## src/rtl/div_arbiter_pkg.sv

```systemverilog
// Shared state encoding and float helpers for the divider arbiter.
package div_arbiter_pkg;

  typedef enum logic [1:0] {
    IDLE  = 2'd0,
    ISSUE = 2'd1,
    WAIT  = 2'd2,
    RESP  = 2'd3
  } div_arb_state_t;

  // Canonical quiet NaN: sign 0, exponent all ones, only the mantissa MSB set.
  function automatic logic [63:0] qnan(input int exp_bits, input int mant_bits);
    logic [63:0] pat;
    pat = ((64'd1 << exp_bits) - 64'd1) << mant_bits;
    pat = pat | (64'd1 << (mant_bits - 1));
    return pat;
  endfunction

endpackage

```

## src/rtl/div_arbiter_rr.sv

```systemverilog
// Combinational round-robin picker: first valid requester at or above rr_ptr, wrapping.
module rr_arbiter
  import div_arbiter_pkg::*;
#(
  parameter int NUM_REQ = 4,
  localparam int IDX_W = $clog2(NUM_REQ)
) (
  input  logic [NUM_REQ-1:0] req_valid,
  input  logic [IDX_W-1:0]   rr_ptr,
  output logic [NUM_REQ-1:0] grant,
  output logic [IDX_W-1:0]   grant_idx
);

  localparam logic [NUM_REQ-1:0] ONE = {{(NUM_REQ-1){1'b0}}, 1'b1};

  logic             found;
  logic             hit;
  logic [IDX_W-1:0] idx;

  always_comb begin
    grant     = '0;
    grant_idx = '0;
    found     = 1'b0;
    hit       = 1'b0;
    idx       = '0;
    for (int k = 0; k < NUM_REQ; k++) begin
      idx       = IDX_W'((int'(rr_ptr) + k) % NUM_REQ);
      hit       = ~found & req_valid[idx];
      grant     = grant | ({NUM_REQ{hit}} & (ONE << idx));
      grant_idx = hit ? idx : grant_idx;
      found     = found | hit;
    end
  end

endmodule

```

## src/rtl/div_arbiter.sv

```systemverilog
// Shares one multi-cycle divider among NUM_REQ requesters, one operation at a time,
// with a watchdog that answers with QNaN if the divider never responds.
module div_arbiter
  import div_arbiter_pkg::*;
#(
  parameter int MANT_BITS = 10,
  parameter int EXP_BITS  = 5,
  parameter int NUM_REQ   = 4,
  parameter int TIMEOUT   = 64,
  localparam int W     = EXP_BITS + MANT_BITS + 1,
  localparam int IDX_W = $clog2(NUM_REQ),
  localparam int TMR_W = $clog2(TIMEOUT + 1)
) (
  input  logic                 clk,
  input  logic                 reset,
  input  logic [NUM_REQ-1:0]   req_valid,
  output logic [NUM_REQ-1:0]   req_ready,
  input  logic [NUM_REQ*W-1:0] req_a,
  input  logic [NUM_REQ*W-1:0] req_b,
  output logic [NUM_REQ-1:0]   resp_valid,
  input  logic [NUM_REQ-1:0]   resp_ready,
  output logic [W-1:0]         resp_data,
  output logic                 resp_timeout,
  output logic                 div_input_valid,
  output logic [W-1:0]         div_in_a,
  output logic [W-1:0]         div_in_b,
  input  logic [W-1:0]         div_data_out,
  input  logic                 div_output_valid,
  output logic                 busy,
  output logic                 err_sticky
);

  localparam logic [W-1:0]       QNAN     = W'(qnan(EXP_BITS, MANT_BITS));
  localparam logic [NUM_REQ-1:0] ONE      = {{(NUM_REQ-1){1'b0}}, 1'b1};
  localparam logic [TMR_W-1:0]   TMR_LAST = TMR_W'(TIMEOUT - 1);
  localparam logic [IDX_W-1:0]   IDX_LAST = IDX_W'(NUM_REQ - 1);

  div_arb_state_t   state;
  logic [IDX_W-1:0] rr_ptr;
  logic [IDX_W-1:0] owner;
  logic [TMR_W-1:0] timer;
  logic [NUM_REQ-1:0] grant;
  logic [IDX_W-1:0]   grant_idx;
  logic [W-1:0]       sel_a;
  logic [W-1:0]       sel_b;
  logic               owner_ready;

  rr_arbiter #(.NUM_REQ(NUM_REQ)) u_rr (
    .req_valid (req_valid),
    .rr_ptr    (rr_ptr),
    .grant     (grant),
    .grant_idx (grant_idx)
  );

  // The request handshake is only open while idle; grant already implies valid.
  always_comb begin
    req_ready = (state == IDLE) ? grant : '0;
  end

  // One-hot OR mux of the granted requester's operands.
  always_comb begin
    sel_a = '0;
    sel_b = '0;
    for (int i = 0; i < NUM_REQ; i++) begin
      sel_a = sel_a | (req_a[i*W +: W] & {W{grant[i]}});
      sel_b = sel_b | (req_b[i*W +: W] & {W{grant[i]}});
    end
  end

  // Non-owner resp_ready bits are deliberately ignored.
  always_comb begin
    owner_ready = |(resp_ready & (ONE << owner));
  end

  // Main sequencer: accept, issue, wait with watchdog, return response.
  always_ff @(posedge clk) begin
    if (reset) begin
      state           <= IDLE;
      rr_ptr          <= '0;
      owner           <= '0;
      timer           <= '0;
      resp_valid      <= '0;
      resp_data       <= '0;
      resp_timeout    <= 1'b0;
      div_input_valid <= 1'b0;
      div_in_a        <= '0;
      div_in_b        <= '0;
      busy            <= 1'b0;
      err_sticky      <= 1'b0;
    end else begin
      div_input_valid <= 1'b0;
      case (state)
        IDLE: begin
          if (|grant) begin
            div_in_a        <= sel_a;
            div_in_b        <= sel_b;
            owner           <= grant_idx;
            div_input_valid <= 1'b1;
            busy            <= 1'b1;
            state           <= ISSUE;
          end
        end
        ISSUE: begin
          timer <= '0;
          state <= WAIT;
        end
        WAIT: begin
          // A real result beats the watchdog when both land in the same cycle.
          if (div_output_valid) begin
            resp_data    <= div_data_out;
            resp_timeout <= 1'b0;
            resp_valid   <= ONE << owner;
            state        <= RESP;
          end else if (timer == TMR_LAST) begin
            resp_data    <= QNAN;
            resp_timeout <= 1'b1;
            err_sticky   <= 1'b1;
            resp_valid   <= ONE << owner;
            state        <= RESP;
          end else begin
            timer <= timer + 1'b1;
          end
        end
        RESP: begin
          if (owner_ready) begin
            resp_valid <= '0;
            rr_ptr     <= (owner == IDX_LAST) ? '0 : owner + 1'b1;
            busy       <= 1'b0;
            state      <= IDLE;
          end
        end
        default: begin
          resp_valid <= '0;
          busy       <= 1'b0;
          state      <= IDLE;
        end
      endcase
    end
  end

endmodule
```

## config.mk

```make
export PLATFORM = sky130hd
export DESIGN_NAME = div_arbiter
export DESIGN_NICKNAME = d
export VERILOG_FILES = /design/src/rtl/div_arbiter_pkg.sv /design/src/rtl/div_arbiter_rr.sv /design/src/rtl/div_arbiter.sv
export SDC_FILE = /design/constraint.sdc
export NUM_CORES = 1
export LEC_CHECK = 0
export ABC_AREA = 1
export CORE_MARGIN = 8
export CORE_UTILIZATION = 40
export DETAILED_ROUTE_END_ITERATION = 10
export GPL_ROUTABILITY_DRIVEN = 0
export PLACE_DENSITY = 0.87
export SYNTH_ARGS = -nofsm -noshare
export SYNTH_HDL_FRONTEND = slang
export SYNTH_SLANG_ARGS = --single-unit
```

## constraint.sdc

```tcl
create_clock -name clk -period 3.55 [get_ports clk]
set_clock_uncertainty 0.15 [all_clocks]
set_input_delay 0.71 -clock clk [delete_from_list [all_inputs] [get_ports clk]]
set_output_delay 0.71 -clock clk [all_outputs]
set_load 0.005 [all_outputs]
```

======== Yosys cells after proc, flatten, opt, wreduce, memory -nomap -nowiden ========
Cells that the tools add are included.
operators by class
  add/sub/neg operators ................... 5
  $lt $le $gt $ge ......................... 4
  equal/unequal tests ..................... 10
  shift-type cells ........................ 5
  muxes and demuxes ....................... 34
  bitwise gates (word level) .............. 32
  reduce and logical (&&, ||, !) cells .... 16
operator list
  kind                 number
  $and 16x16->16       8
  $or 16x16->16        6
  $mux 16              2
  $and 4x4->4          5
  $shl 1x2->4 const A  5
  $mux 2               9
  $mux 4               4
  $reduce_and 3->1     5
  $mux 7               2
  $pmux 7 s2           1
  $lt 2x3->1 const B   4
  $or 4x4->4           3
  $mux 1               9
  $bmux 1 s2           4
  $pmux 2 s4           1
  $pmux 4 s2           1
  $reduce_bool 2->1    4
  $reduce_or 4->1      2
  $add 7x1->7 const B  1
  $eq 7x6->1 const B   1
  $eq 2x2->1 const B   3
  $ne 2x2->1 const B   3
  $reduce_and 2->1     3
  $not 1->1            5
  other kinds (10)     15
word-level totals
  register bits ........................... 69
  output and inout port bits .............. 60
  logic and storage cells ................. 118

======== Longest topological paths before layout ========
Gate-level depths: netlist of run 1.
  depth after elaboration ................. 16
  gate-level depth with buffers ........... 15
  depth with buffers taken out ............ 14

======== Hierarchy ========
A second synthesis of run 1 with hierarchy kept.
unflattened totals
  cell total of the unflattened synthesis .. 566
  area total of the unflattened synthesis .. 3,957.5 um^2
by module, submodules not included
  module       times used  cells each  area an instance (um^2)  sequential area each (um^2)
  div_arbiter  1           483         3,463.3                  1,381.3
  rr_arbiter   1           83          494.2                    0.0

======== Worst setup path before layout of run 1 ========
No wires, ideal clock.
  path kind ............................... register to output
  from .................................... register rr_ptr[0]
  to ...................................... output port req_ready[3]
  arrival ................................. 2.033 ns
  data required time ...................... 2.690 ns
  path slack .............................. 0.657 ns
  stages on the path, launching flop included .. 12
  cells stage by stage .................... dfxtp_1 inv_2 ha_1 inv_1 nand3_1 nand2_1 nor2_2 a21oi_1 nand3_1 clkbuf_1 nand2_1 inv_1
on the way
  word-level cells in the longest chain between the ends .. 13
ends and longest elaborated chain
  element                                                    line                                        text
  from (decl)                                                div_arbiter.sv:39                           logic [IDX_W-1:0] rr_ptr;
  from (signal assigned)                                     div_arbiter.sv:127                          rr_ptr <= (owner == IDX_LAST) ? '0 : owner + 1'b1;
  $add 2x1->2 or $bmux 1 s2 (tied branches)                  div_arbiter_rr.sv:27, div_arbiter_rr.sv:28
  $bmux 1 s2 or $mux 1 (tied branches)                       div_arbiter_rr.sv:28                        hit = ~found & req_valid[idx];
  $mux 1 (not written as such) or $not 1->1 (tied branches)  div_arbiter_rr.sv:28
  $and 1x1->1                                                div_arbiter_rr.sv:28
  $or 1x1->1                                                 div_arbiter_rr.sv:31                        found = found | hit;
  $not 1->1                                                  div_arbiter_rr.sv:28
  $and 1x1->1                                                div_arbiter_rr.sv:28
  $or 1x1->1                                                 div_arbiter_rr.sv:31
  $not 1->1                                                  div_arbiter_rr.sv:28
  $and 1x1->1                                                div_arbiter_rr.sv:28
  $and 4x4->4                                                div_arbiter_rr.sv:29                        grant = grant | ({NUM_REQ{hit}} & (ONE << idx));
  $or 4x4->4 *                                               div_arbiter_rr.sv:29
  $mux 4 *                                                   div_arbiter.sv:57                           req_ready = (state == IDLE) ? grant : '0;
  to (decl)                                                  div_arbiter.sv:17                           output logic [NUM_REQ-1:0] req_ready,
Every way passes the cells marked *; elsewhere a longest branch is shown, timed or not. The select of a mux whose other input is x is not followed.

======== Final worst setup path of run 1 ========
  from .................................... input port req_valid[3]
  to ...................................... output port req_ready[2]
on the way
  word-level cells in the longest chain between the ends .. 13
ends and longest elaborated chain
  element                       line                  text
  from (decl)                   div_arbiter.sv:16     input logic [NUM_REQ-1:0] req_valid,
  $bmux 1 s2                    div_arbiter_rr.sv:28
  $mux 1 (not written as such)  div_arbiter_rr.sv:28
  $not 1->1                     div_arbiter_rr.sv:28
  $and 1x1->1                   div_arbiter_rr.sv:28
  $or 1x1->1                    div_arbiter_rr.sv:31
  $not 1->1                     div_arbiter_rr.sv:28
  $and 1x1->1                   div_arbiter_rr.sv:28
  $or 1x1->1                    div_arbiter_rr.sv:31
  $not 1->1                     div_arbiter_rr.sv:28
  $and 1x1->1                   div_arbiter_rr.sv:28
  $and 4x4->4                   div_arbiter_rr.sv:29
  $or 4x4->4 *                  div_arbiter_rr.sv:29
  $mux 4 *                      div_arbiter.sv:57
Marked as above.

==> results of run 1 <==
## power by group
group / leakage, nW / switching [mW] / total [mW] / internal [mW]
clock: 0.111 / 0.325 / 0.728 / 0.404
sequential: 0.566 / 0.141 / 1.18 / 1.03
combinational: 2.16 / 1.21 / 2.29 / 1.08
total: 2.84 / 1.68 / 4.19 / 2.52
## routing by layer
| layer | up-vias | GRT usage, % | wire length (um) |
|---|---|---|---|
| met1 | 2116 | 23.0 | 5740 |
| met2 | 186 | 33.1 | 6690 |
| li1 | 2484 | - | - |
| met4 | 0 | 5.80 | 202 |
| met3 | 18 | 8.36 | 1520 |
| met5 | - | 0 | 0 |
## kinds of logic (layout without fill, tap and decap cells)
group	after synthesis	after routing	synth area share, %
AND/OR/NAND/NOR	416	417	42.9
buffers and inverters	94	309	9.52
flip-flops	69	69	33.9
AO/OA/AOI/OAI	56	56	8.56
adder cells (fa/ha/maj)	16	16	4.91
XOR/XNOR	1	1	0.215
## cell usage in the layout (no fill, tap or decap)
cell type,netlist,routed
a21boi_1,1,1
clkdlybuf4s50_1,0,214
a21oi_1,32,32
xor2_1,1,1
nor2_4,1,3
inv_1,61,60
o21ai_0,8,8
inv_2,2,2
clkbuf_8,0,9
clkinv_4,0,2
nand3_2,5,5
o221a_2,6,6
a221oi_1,1,1
a211oi_1,1,1
nand2_2,3,3
dfxtp_1,69,68
clkinv_1,2,2
nand4_1,41,41
ha_4,0,1
nand2_1,268,268
a21boi_0,3,3
nand2_4,1,1
buf_4,0,13
a22o_1,2,2
buf_12,0,1
ha_1,16,15
dfxtp_2,0,1
clkbuf_1,21,1
a21oi_2,1,1
bufinv_16,0,2
clkinvlp_4,0,1
nor2_2,2,1
or2_2,1,1
nor2_1,76,76
and3_1,1,1
a2bb2oi_1,1,1
nand3_1,17,17
inv_6,0,2
## final cells by class
cell class,count,area [sq um]
Clock buffer,10,128
Sequential cell,69,1380
Multi-Input combinational cell,490,2340
Clock inverter,6,95.1
Fill cell,890,3470
Inverter,65,248
Timing Repair Buffer,228,2260
Tap cell,136,170
## flip-flops by register name, indices dropped and copies added (netlist names)
signal	flops
busy	1
div_in_a	16
div_in_b	16
div_input_valid	1
err_sticky	1
owner	2
resp_data	16
resp_timeout	1
resp_valid	4
rr_ptr	2
state	2
timer	7
## worst max-delay path, delay by kind of cell
family          cells  cell delay [ps]
compound gates      1              220
buf+inv             4             1000
simple gates        6              690
## repair_timing
item | in CTS | in global routing
pin swaps | 0 | 1
setup endpoints to repair | 3 | 4
cloned | 0 | 1
hold endpoints to repair | 0 | 0
setup buffers | 0 | 3
resized for setup | 1 | 4
## stage by stage
stage,setup WS [ps],cells,cell area (sq um),hold WS (ps)
after floorplan,657,652,4080,273
after global placement,200,984,6340,288
after detailed placement,111,984,6340,301
after CTS,38.5,1000,6560,314
after global routing,-24.6,1004,6620,331
final,60.9,1004,6620,313
## final timing paths
check | slack, ps | cells after the start | from | endpoint
min reg2reg | 310 | 2 | resp_data[0] | resp_data[0]
min | 310 | 2 | resp_data[0] | resp_data[0]
max | 60 | 11 | req_valid[3] | req_ready[2]
max reg2reg | 620 | 16 | rr_ptr[1] | div_in_b[9]
==> flow_summary_export.csv, run 1 <==
group,metric,value,unit
grt,grt_max_degree,68,
detailed_routing,vias,4804,
logic_synthesis,synth_area_leaders,"dfxtp_1 (34%), nand2_1 (25%), nor2_1 (7.0%), nand4_1 (6.3%), inv_1 (5.6%)",
run,maxCapViolCount,0,
setup_path,crit_path_end_kind,"output port",
setup_path,path_cells,"clkdlybuf4s50_1 -> inv_1 -> nand2_1 -> nand3_2 -> nand2_4 -> nor2_4 -> a21oi_1 -> nand3_2 -> nand2_1 -> inv_1 -> clkdlybuf4s50_1",
detailed_routing,drt_iter0_drc,224,
grt,grt_pass1_vias,4597,
detailed_routing,postRouteAntennaNets,0,
die,num_io_pins,215,
power_and_ir_drop,ir_drop,0.299,mV
cts,clkSinkCount,69,
layout,drive_gt1_share,6.34,%
grt,grt_pass1_wl,21600,um
die,die_h,117,um
detailed_routing,first_pass_iters,4,
logic_synthesis,synthArstFlopShare,0,%
setup_path,worst-endpoint-required,2690,ps
cts,clk_pin_slew,80,ps
setup_path,worstSetupPathType,"input port to output port",
layout,synthToLayoutAreaGrowth,62.4,%
logic_synthesis,synthTopCellsByCount,"nand2_1 (268), nor2_1 (76), dfxtp_1 (69)",
logic_synthesis,yosysTopAreaCell,"dfxtp_1",
logic_synthesis,seq_area_frac_synth,33.9,%
sta,tns,0,ps
setup_path,startpoint_type,"input port",
layout,final_net_count,1034,
cts,clk_latency,340,ps
logic_synthesis,synth.top_cell.area_share,33.9,%
logic_synthesis,synth_cell_types,30,
cts,cts-root-buf,"clkbuf_8",
grt,antenna_found_initial,0,
power_and_ir_drop,p_total,4.19,mW
logic_synthesis,yosys.cell_count.top_type,"nand2_1",
setup_path,cp_max_fo,6,
logic_synthesis,synth_warnings,0,
sta,max_freq,287,MHz
cts,htree_levels,3,
sta,maxSlewHeadroom,51.3,%
layout,n_antenna_cell,0,
cts,cts_tree,"yes",
place,hpwl,11000,um
detailed_routing,routed_wl,14100,um
die,die_w,117,um
die,coreArea,10100,sq um
setup_path,slowest_stage,"clkdlybuf4s50_1",
setup_path,slowest_delay,480,ps
sta,setup_viol,0,
power_and_ir_drop,power.density,633,nW/um^2
sta,fin_crit_sh,98.3,%
layout,fin_util,65.6,%
logic_synthesis,syn_area,4080,sq um
setup_path,cp_data_arrival_time,2630,ps
logic_synthesis,ys_ff_latch,69,
power_and_ir_drop,cellLeakagePower,2.84,nW
run_status,status,"finished clean",
logic_synthesis,syn_inst,652,
die,rows,37,
sta,period_needed,3490,ps
hold_path,hold_class,"register to register",
sta,tightest_slew,730,ps
grt,grt_usage,20.0,%
logic_synthesis,synth_nets,823,
logic_synthesis,synthFlopType,"dfxtp_1",
cts,cts_hold_buffers,0,
detailed_routing,wl_per_cell,14.1,um
grt,grt-ovfl-total,0,
cts,cts_buffers,9,
cts,clk_path_buf_depth,2,
sta,maxSlewViolCount,0,
die,die_area,13700,sq um
logic_synthesis,synth_edf_count,0,
place,portBuffers,214,
detailed_routing,viasPerCell,4.78,
sta,hold_viol_final,0,
die,start_util,40.4,%
detailed_routing,drc_errors,0,
logic_synthesis,syn-mean-instance-area,6.25,sq um
Note: power is estimated with default switching activity, not from simulation.
==> inputs of run 2 (changes only) <==
--- a/config.mk
+++ b/config.mk
@@ -11,6 +11,7 @@
 export DETAILED_ROUTE_END_ITERATION = 10
 export GPL_ROUTABILITY_DRIVEN = 0
 export PLACE_DENSITY = 0.87
+export RECOVER_POWER = 50
 export SYNTH_ARGS = -nofsm -noshare
 export SYNTH_HDL_FRONTEND = slang
 export SYNTH_SLANG_ARGS = --single-unit
==> run 2 against run 1 <==
Via count about the same. Worst setup slack better by 23 ps. Global-route usage unchanged. Register-to-register slack about the same. Worst hold slack worse by 2.7 ps. Total power down 1.7%. Cell count unchanged. Non-clock buffer count unchanged. Sequential share of layout area about the same. Sequential power about the same. Maximum frequency up 0.66%.
==> flow_summary_export.csv, run 2 (synthesis results as in run 1) <==
group,metric,value,unit
run_status,status,"finished clean",
cts,clk_path_buf_depth,2,
run,maxCapViolCount,0,
place,portBuffers,214,
layout,top_regs,"div_in_a (16), div_in_b (16), resp_data (16)",
power_and_ir_drop,p_sw_share,40.4,%
grt,grt-ovfl-total,0,
power_and_ir_drop,cellLeakagePower,2.95,nW
die,coreArea,10100,sq um
layout,final_net_count,1034,
layout,drive_gt1_share,6.22,%
die,start_util,40.4,%
layout,n_antenna_cell,0,
cts,cts_tree,"yes",
layout,fin_cells,1004,
setup_path,cp_data_arrival_time,2610,ps
grt,grt_pass1_vias,4597,
grt,grt_pass1_wl,21600,um
cts,clkSinkCount,69,
layout,fillers,890,
sta,period_needed,3470,ps
setup_path,worst-endpoint-required,2690,ps
sta,fin_crit_sh,97.6,%
place,place_inst,984,
setup_path,worstSetupPathType,"input port to output port",
grt,grt_max_degree,68,
detailed_routing,drc_errors,0,
grt,grt_usage,20.0,%
power_and_ir_drop,p_comb_share,54.0,%
power_and_ir_drop,ir_drop,0.297,mV
die,num_io_pins,215,
detailed_routing,postRouteAntennaNets,0,
detailed_routing,first_pass_iters,4,
power_and_ir_drop,p_int,2.45,mW
setup_path,startpoint_type,"input port",
die,die_area,13700,sq um
sta,max_freq,289,MHz
sta,tns,0,ps
power_and_ir_drop,clkPwrFrac,17.6,%
place,hpwl,11000,um
sta,whs,310,ps
detailed_routing,wl_per_cell,14.0,um
setup_path,cp_max_fo,6,
detailed_routing,routed_wl,14100,um
cts,cts-root-buf,"clkbuf_8",
die,rows,37,
cts,htree_levels,3,
cts,clk_latency,340,ps
detailed_routing,vias,4801,
layout,final_common_cell,"nand2_1",
power_and_ir_drop,power.density,623,nW/um^2
die,die_h,117,um
sta,hold_viol_final,0,
sta,maxSlewViolCount,0,
die,die_w,117,um
sta,setup_viol,0,
detailed_routing,drt_iter0_drc,240,
layout,synthToLayoutAreaGrowth,62.3,%
layout,fin_util,65.5,%
cts,cts_buffers,9,
setup_path,crit_path_end_kind,"output port",
power_and_ir_drop,p_sw,1.67,mW
detailed_routing,viasPerCell,4.78,
power_and_ir_drop,seq_power_share,28.3,%
layout,final_cell_mix,"nand2_1 (268), clkdlybuf4s50_1 (170), nor2_1 (76)",
hold_path,hold_class,"register to register",
cts,cts_hold_buffers,0,
sta,maxSlewHeadroom,50.9,%
sta,tightest_slew,735,ps
grt,antenna_found_initial,0,
cts,clk_pin_slew,80,ps
run 2: cell count changes in the layout (fill, tap and decap cells not counted):
cell,previous run,this run
clkdlybuf4s50_1,214,170
buf_4,13,12
clkbuf_1,1,2
dlygate4sd3_1,0,44
run 2: power by group through the flow:
stage	Clock, mW	Combinational (mW)	Sequential (mW)
4_1_cts	0.740	2.28	1.17
6_report	0.726	2.23	1.17
2_1_floorplan	0	1.27	1.20
5_1_grt	0.782	2.51	1.20
3_5_place_dp	0	2.26	1.19
3_3_place_gp	0	2.23	1.18
run 2: timing repair:
action | in CTS | in global routing
buffers inserted | 0 | 3
gates resized for setup | 1 | 4
endpoints found under the setup margin | 3 | 4
cloned | 0 | 1
endpoints found under the hold margin | 0 | 0
pin swaps | 0 | 1
run 2: routing by layer:
layer	wire length [um]	GRT usage [%]
met5	0	0
met4	201	5.80
met3	1510	8.36
met2	6670	33.1
met1	5700	23.0
run 2: area by class of cell:
| class | count | area (sq um) | area share (%) |
|---|---|---|---|
| Clock buffer | 10 | 128 | 1.93 |
| Clock inverter | 6 | 95.1 | 1.44 |
| Inverter | 65 | 248 | 3.75 |
| Multi-Input combinational cell | 490 | 2340 | 35.3 |
| Sequential cell | 69 | 1380 | 20.9 |
| Tap cell | 136 | 170 | 2.57 |
| Timing Repair Buffer | 228 | 2260 | 34.1 |
run 2: path summary, 6_finish.rpt:
check	start	end	slack, ps	cells after the start
worst max register to register	rr_ptr[1]	div_in_b[9]	620	16
worst min register to register	resp_data[15]	resp_data[15]	310	2
worst max-delay path	req_valid[3]	req_ready[2]	80	11
worst min-delay path	resp_data[15]	resp_data[15]	310	2
run 2: worst max-delay path, cell delays in order:
cell and delay [ps]:
clkdlybuf4s50_1 480, inv_1 40, nand2_1 110, nand3_2 160
nand2_4 170, nor2_4 60, a21oi_1 200, nand3_2 110
nand2_1 70, inv_1 40, clkdlybuf4s50_1 440
run 2: stage by stage:
| stage | setup WS (ps) | total power, mW | area, sq um |
|---|---|---|---|
| after floorplan | 657 | 2.48 | 4080 |
| after detailed placement | 111 | 3.46 | 6340 |
| final | 83.9 | 4.12 | 6620 |
| after CTS | 38.5 | 4.20 | 6560 |
| after global routing | -24.6 | 4.50 | 6620 |
| after global placement | 200 | 3.41 | 6340 |
